$ cat config.mk
export PLATFORM = sky130hd
export DESIGN_NAME = pcecd_phase_ctrl
export DESIGN_NICKNAME = d
export VERILOG_FILES = /design/src/rtl/pcecd_phase_ctrl.sv
export SDC_FILE = /design/constraint.sdc
export NUM_CORES = 1
export LEC_CHECK = 0
export CORE_UTILIZATION = 50
export DETAILED_ROUTE_END_ITERATION = 7
export GPL_ROUTABILITY_DRIVEN = 0
export PLACE_DENSITY = 0.76
export SYNTH_ARGS = -nofsm -noshare
export SYNTH_HDL_FRONTEND = slang
export SYNTH_SLANG_ARGS = --single-unit
export TNS_END_PERCENT = 1
$ cat constraint.sdc
create_clock -name i_clk -period 2.9 [get_ports i_clk]
set_input_delay 0.87 -clock i_clk [delete_from_list [all_inputs] [get_ports i_clk]]
set_output_delay 0.87 -clock i_clk [all_outputs]
set_load 0.02 [all_outputs]
$ cat src/rtl/pcecd_phase_ctrl.sv
`default_nettype none
// ============================================================================
// pcecd_phase_ctrl : PC Engine CD-ROM SCSI target phase sequencer
//   Command capture, REQ/ACK handshakes and the status/message close-out.
// Revision: 1.0
// ============================================================================
module pcecd_phase_ctrl #(
  parameter int CMD_MAX = 10
) (
  input  logic       i_clk,
  input  logic       i_rst_n,
  input  logic       i_sel,
  input  logic       i_ack,
  input  logic       i_bus_rst,
  input  logic [7:0] i_db,
  output logic [7:0] o_db,
  output logic       o_bsy,
  output logic       o_req,
  output logic       o_msg,
  output logic       o_cd,
  output logic       o_io,
  output logic [7:0] o_phase,
  output logic       o_cmd_valid,
  output logic [3:0] o_cmd_len,
  input  logic [3:0] i_cmd_addr,
  output logic [7:0] o_cmd_data,
  input  logic       i_cmd_done,
  input  logic       i_has_data,
  input  logic [7:0] i_status,
  input  logic       i_data_valid,
  input  logic [7:0] i_data,
  input  logic       i_data_last,
  output logic       o_data_ready,
  output logic       o_irq_ready,
  output logic       o_irq_done
);

  typedef enum logic [2:0] {
    ST_BUS_FREE   = 3'd0,
    ST_COMMAND    = 3'd1,
    ST_EXECUTE    = 3'd2,
    ST_DATA_IN    = 3'd3,
    ST_STATUS     = 3'd4,
    ST_MESSAGE_IN = 3'd5
  } state_t;

  localparam logic [7:0] C_CMD_MAX = 8'(CMD_MAX);

  state_t     r_state, w_state_n;
  logic       r_req, w_req_n;
  logic [7:0] r_db, w_db_n;
  logic [3:0] r_cmd_len, w_len_n;
  logic [7:0] r_count, w_count_n;
  logic [7:0] r_status, w_status_n;
  logic       r_last, w_last_n;
  logic       r_bus_rst_d;
  logic       r_cmd_valid, w_cmd_valid_n;
  logic       r_data_ready, w_data_ready_n;
  logic       r_irq_ready, w_irq_ready_n;
  logic       r_irq_done, w_irq_done_n;
  logic       w_wr_en;
  logic [7:0] r_buf [CMD_MAX];

  logic w_take, w_idle, w_bus_rst_rise;
  assign w_take         = r_req & i_ack;
  assign w_idle         = ~r_req & ~i_ack;
  assign w_bus_rst_rise = i_bus_rst & ~r_bus_rst_d;

  always_comb begin
    w_state_n      = r_state;
    w_req_n        = r_req;
    w_db_n         = r_db;
    w_len_n        = r_cmd_len;
    w_count_n      = r_count;
    w_status_n     = r_status;
    w_last_n       = r_last;
    w_cmd_valid_n  = 1'b0;
    w_data_ready_n = 1'b0;
    w_irq_ready_n  = 1'b0;
    w_irq_done_n   = 1'b0;
    w_wr_en        = 1'b0;
    if (w_bus_rst_rise) begin
      w_state_n = ST_BUS_FREE;
      w_req_n   = 1'b0;
      w_count_n = 8'd0;
    end else begin
      case (r_state)
        ST_BUS_FREE: if (i_sel) begin
          w_state_n = ST_COMMAND;
          w_req_n   = 1'b1;
          w_count_n = 8'd0;
          w_len_n   = 4'd6;
        end
        ST_COMMAND: begin
          if (w_take) begin
            w_req_n = 1'b0;
            w_wr_en = (r_count < C_CMD_MAX);
            if (r_count < C_CMD_MAX) w_count_n = r_count + 8'd1;
            if (r_count == 8'd0)
              w_len_n = (i_db[7:5] == 3'd1 || i_db[7:5] == 3'd2 ||
                         i_db[7:3] == 5'b11011) ? 4'd10 : 4'd6;
          end else if (w_idle) begin
            // saturated count also ends the phase so a short buffer cannot stall
            if (r_count >= {4'd0, r_cmd_len} || r_count == C_CMD_MAX) begin
              w_cmd_valid_n = 1'b1;
              w_state_n     = ST_EXECUTE;
            end else begin
              w_req_n = 1'b1;
            end
          end
        end
        ST_EXECUTE: if (i_cmd_done) begin
          w_status_n = i_status;
          w_last_n   = 1'b0;
          if (i_has_data) begin
            w_state_n = ST_DATA_IN;
          end else begin
            w_state_n = ST_STATUS;
            w_db_n    = i_status;
            w_req_n   = 1'b1;
          end
        end
        ST_DATA_IN: begin
          if (w_take) begin
            w_req_n = 1'b0;
          end else if (w_idle && r_last) begin
            w_irq_ready_n = 1'b1;
            w_state_n     = ST_STATUS;
            w_db_n        = r_status;
            w_req_n       = 1'b1;
          end else if (w_idle && i_data_valid) begin
            w_db_n         = i_data;
            w_data_ready_n = 1'b1;
            w_req_n        = 1'b1;
            w_last_n       = i_data_last;
          end
        end
        ST_STATUS: begin
          if (w_take) begin
            w_req_n = 1'b0;
          end else if (w_idle) begin
            w_state_n = ST_MESSAGE_IN;
            w_db_n    = 8'h00;
            w_req_n   = 1'b1;
          end
        end
        ST_MESSAGE_IN: begin
          if (w_take) begin
            w_req_n = 1'b0;
          end else if (w_idle) begin
            w_state_n    = ST_BUS_FREE;
            w_irq_done_n = 1'b1;
          end
        end
        default: begin
          w_state_n = ST_BUS_FREE;
          w_req_n   = 1'b0;
        end
      endcase
    end
  end

  always_ff @(posedge i_clk) begin
    if (!i_rst_n) begin
      r_state      <= ST_BUS_FREE;
      r_req        <= 1'b0;
      r_db         <= 8'h00;
      r_cmd_len    <= 4'd6;
      r_count      <= 8'd0;
      r_status     <= 8'h00;
      r_last       <= 1'b0;
      r_bus_rst_d  <= 1'b0;
      r_cmd_valid  <= 1'b0;
      r_data_ready <= 1'b0;
      r_irq_ready  <= 1'b0;
      r_irq_done   <= 1'b0;
      for (int i = 0; i < CMD_MAX; i++) r_buf[i] <= 8'h00;
    end else begin
      r_state      <= w_state_n;
      r_req        <= w_req_n;
      r_db         <= w_db_n;
      r_cmd_len    <= w_len_n;
      r_count      <= w_count_n;
      r_status     <= w_status_n;
      r_last       <= w_last_n;
      r_bus_rst_d  <= i_bus_rst;
      r_cmd_valid  <= w_cmd_valid_n;
      r_data_ready <= w_data_ready_n;
      r_irq_ready  <= w_irq_ready_n;
      r_irq_done   <= w_irq_done_n;
      for (int i = 0; i < CMD_MAX; i++)
        if (w_wr_en && r_count == 8'(i)) r_buf[i] <= i_db;
    end
  end

  always_comb begin
    o_cmd_data = 8'h00;
    for (int i = 0; i < CMD_MAX; i++)
      if ({4'd0, i_cmd_addr} == 8'(i)) o_cmd_data = r_buf[i];
  end

  always_comb begin
    {o_bsy, o_msg, o_cd, o_io} = 4'b0000;
    o_phase = 8'h00;
    case (r_state)
      ST_COMMAND:    begin {o_bsy, o_msg, o_cd, o_io} = 4'b1010; o_phase = 8'h01; end
      ST_EXECUTE:    begin {o_bsy, o_msg, o_cd, o_io} = 4'b1000; o_phase = 8'h40; end
      ST_DATA_IN:    begin {o_bsy, o_msg, o_cd, o_io} = 4'b1001; o_phase = 8'h02; end
      ST_STATUS:     begin {o_bsy, o_msg, o_cd, o_io} = 4'b1011; o_phase = 8'h08; end
      ST_MESSAGE_IN: begin {o_bsy, o_msg, o_cd, o_io} = 4'b1111; o_phase = 8'h10; end
      default:       begin {o_bsy, o_msg, o_cd, o_io} = 4'b0000; o_phase = 8'h00; end
    endcase
  end

  assign o_req        = r_req;
  assign o_db         = r_db;
  assign o_cmd_len    = r_cmd_len;
  assign o_cmd_valid  = r_cmd_valid;
  assign o_data_ready = r_data_ready;
  assign o_irq_ready  = r_irq_ready;
  assign o_irq_done   = r_irq_done;

endmodule
`default_nettype wire
==> flow_summary.toml <==
[floorplanning]
die_height_um = 111
dieArea_um2 = 12300
die_width_um = 111
ioPinCount = 74
std_cell_rows = 39
core_area_um2 = 11500
initial_core_util = 0.517

[synthesis]
synth_edf_count = 80
ys.flop_type = "edfxtp_1"
yosys_warnings = 0
syn_area_um2 = 5930
avgSynthCellArea_um2 = 10.7
ys_ff_latch = 116
synthCells = 555
synthArstFlopShare = 0
synth_cell_type_count = 58
seq_area_frac_synth = 0.527

[sta]
setup-tns-final_ps = -1160
fin_ws_ps = -175
min_period_over_period = 1.06
fmax_mhz = 325
slew_headroom = 0.491
setup_viol = 8
fin_skew_ps = 9.56
min_period_ps = 3070
rsz0062_at_grt = "true"
finalHoldViolCount = 0
drv_slew = 0
worstMarginPinSlew_ps = 764

[layout]
nFillCells = 775
multiInputGateArea_um2 = 2890
n_antenna_cell = 0
layout.area.seq_um2 = 3130
final_core_util = 0.699
finalInstanceArea_um2 = 8010
drive_gt1_frac = 0.224
instances_no_fill = 825
layout.nets = 715
area_growth_pct = 35.1

[routing]
drtPass1Iterations = 5
ant_nets = 0
vias = 4740
drcViolationCount = 0
vias_per_cell = 5.75
drtIter0Drc = 322
wl_mm = 15.2
wire_per_inst_um = 18.4

[power]
power_leakage_nw = 3.41
ir_drop_mv = 0.490
powerDensity_nw_per_um2 = 537

[outcome]
violations = "negative setup slack"
status = "finished with violations"

[place]
placed_cell_area_um2 = 7090
place_hpwl_mm = 10.2
dp_slack_ps = -1080
dp.cells = 788
io_buffers = 68

[clock_tree]
cts_max_path_buffers = 2
cts_buffers = 17
cts_tree = "yes"
clk_pin_slew_ps = 60
cts_hold_buf = 0
cts_root_buffer = "clkbuf_16"
worstSkewPairLatency_ps = 420
cts_num_sinks = 116
cts_htree_levels = 4

[grt]
grt_usage = 0.257
antenna_found_initial = 0
grt_max_degree = 30
overflow = 0
grt_pass1_wl_mm = 24.2
first_global_vias = 4916

[run]
maxCapViolCount = 0

[setup_path]
path_class = "input pin to primary output"
r2r-end = "r_buf[0][2]$_SDFFCE_PN0P_"
cp.arrival_ps = 2200
reg2reg_from = "r_state[0]$_SDFFE_PP0P_"
rrSetupSlack_ps = 740
cp-start-kind = "input pin"
reg2regPathDepth = 7
crit_required_ps = 2030
cp-end-kind = "primary output"
crit_fanout = 8

[hold_path]
min_path_cells = 2
hp-start = "o_req$_SDFFE_PP0P_"
min_to = "o_req$_SDFFE_PP0P_"
hp-class = "register to register"
[area by class of cell]
cell class | count | share of cell area
Multi-Input combinational cell | 386 | 0.361
Timing Repair Buffer | 129 | 0.149
Tap cell | 143 | 0.0223
Inverter | 19 | 0.00890
Sequential cell | 116 | 0.390
Clock inverter | 12 | 0.0142
Clock buffer | 20 | 0.0545
[through the flow]
step                      power [W]  hold slack (ps)
after floorplan             0.00211              484
after global placement      0.00230              486
after detailed placement    0.00231              487
after CTS                   0.00430              507
after global routing        0.00443              524
final                       0.00431              500
[cells in the final DEF, fill, tap and decap left out, types with 4 or more instances in the layout]
cell             netlist  routed
nor4_1                 6       6
clkbuf_16              0      17
conb_1                 2       5
clkinv_1               0       4
o211ai_1              10      10
nand4_1                4       4
edfxtp_1              80      80
and2_1                83      83
nand2_1               37      37
mux2i_4                0       6
nor2_1                27      25
buf_6                  0       4
o22ai_2                0       7
dfxtp_1               36      33
o211a_1                8       8
o21a_1                14      14
a21oi_2                0       6
nand2b_1               8       6
nor3_1                 7       7
and3_1                 6       6
dlymetal6s2s_1         0       5
a2bb2oi_2              0       4
mux2i_1               31      20
o22ai_4                0       5
mux2i_2                0       5
inv_1                 19      19
a21oi_1               21      15
a21o_1                10      10
o21ai_0               17      16
ha_1                   9       9
clkdlybuf4s50_1        0      51
nor2b_1               17      17
buf_4                  5      61
[routing by layer]
layer | global-route usage | routed length, um | up-vias
met5 | 0 | 0 | -
met4 | 0.142 | 572 | 0
met3 | 0.0618 | 975 | 51
met2 | 0.448 | 7710 | 214
met1 | 0.286 | 5960 | 2243
li1 | - | - | 2232
[how the worst max path moves through the flow]
stage	start	cells past startpoint	slack [ps]	end
finish	i_cmd_addr[0]	8	-170	o_cmd_data[2]
floorplan	i_cmd_addr[0]	7	-100	o_cmd_data[0]
global route	i_cmd_addr[0]	8	-250	o_cmd_data[2]
CTS	i_cmd_addr[2]	7	-130	o_cmd_data[7]
detailed placement	i_cmd_addr[2]	7	-1080	o_cmd_data[1]
global placement	i_cmd_addr[2]	7	-1030	o_cmd_data[4]
[synth_stat cells, drive strengths merged (4+ instances only)]
| cell | count | area share |
|---|---|---|
| and2 | 84 | 0.089 |
| edfxtp | 80 | 0.41 |
| nand2 | 37 | 0.023 |
| dfxtp | 36 | 0.12 |
| mux2i | 31 | 0.052 |
| clkbuf | 28 | 0.018 |
| nor2 | 27 | 0.017 |
| a21oi | 21 | 0.018 |
| inv | 19 | 0.012 |
| nor2b | 17 | 0.018 |
| o21ai | 17 | 0.014 |
| o21a | 14 | 0.018 |
| o22ai | 12 | 0.013 |
| a21o | 10 | 0.013 |
| o211ai | 10 | 0.013 |
| buf | 9 | 0.0095 |
| ha | 9 | 0.019 |
| nand2b | 8 | 0.0084 |
| o211a | 8 | 0.014 |
| a2bb2oi | 7 | 0.010 |
| nor3 | 7 | 0.0059 |
| nor4 | 7 | 0.0084 |
| and3 | 6 | 0.0063 |
| nor3b | 6 | 0.0076 |
| nand4 | 4 | 0.0042 |
[state kept, by name (all words and copies together), names as in the netlist]
| register | cells |
|---|---|
| r_state | 3 |
| o_irq_ready | 1 |
| o_data_ready | 1 |
| o_cmd_len | 2 |
| r_count | 8 |
| o_req | 1 |
| r_last | 1 |
| o_irq_done | 1 |
| r_buf | 80 |
| o_db | 8 |
| r_bus_rst_d | 1 |
| r_status | 8 |
| o_cmd_valid | 1 |
[power breakdown]
| group | internal (W) | switching (W) | total (W) |
|---|---|---|---|
| clock network | 0.00124 | 0.000712 | 0.00196 |
| registers | 0.00181 | 0.0000277 | 0.00184 |
| logic | 0.000238 | 0.000270 | 0.000508 |
| total | 0.00330 | 0.00101 | 0.00431 |
[worst max-delay path, cell delays in order]
cell	delay, ps
buf_4	130
buf_16	150
mux2i_2	310
o22ai_4	130
o22ai_2	230
a21oi_2	80
a21o_1	150
buf_4	150
[logic make-up (layout without fill, tap and decap cells)]
group	after synthesis	in the layout	share of synthesized area
AOI/OAI and AO/OA	123	123	0.147
adders and majority gates	9	9	0.0190
buffers and inverters	56	180	0.0392
xor gates and xnor gates	1	1	0.00148
other	2	5	0.00127
and+or+nand+nor	214	214	0.202
muxes	34	34	0.0637
DFF	116	116	0.527
[repair_timing]
| item | CTS | global route |
|---|---|---|
| resized for setup | 114 | 17 |
| pin swaps | 9 | 3 |
| gates cloned | 1 | 0 |
| buffers inserted | 4 | 0 |
| endpoints found under the setup margin | 14 | 13 |
No activity file was read; power rests on OpenSTA's default activity.
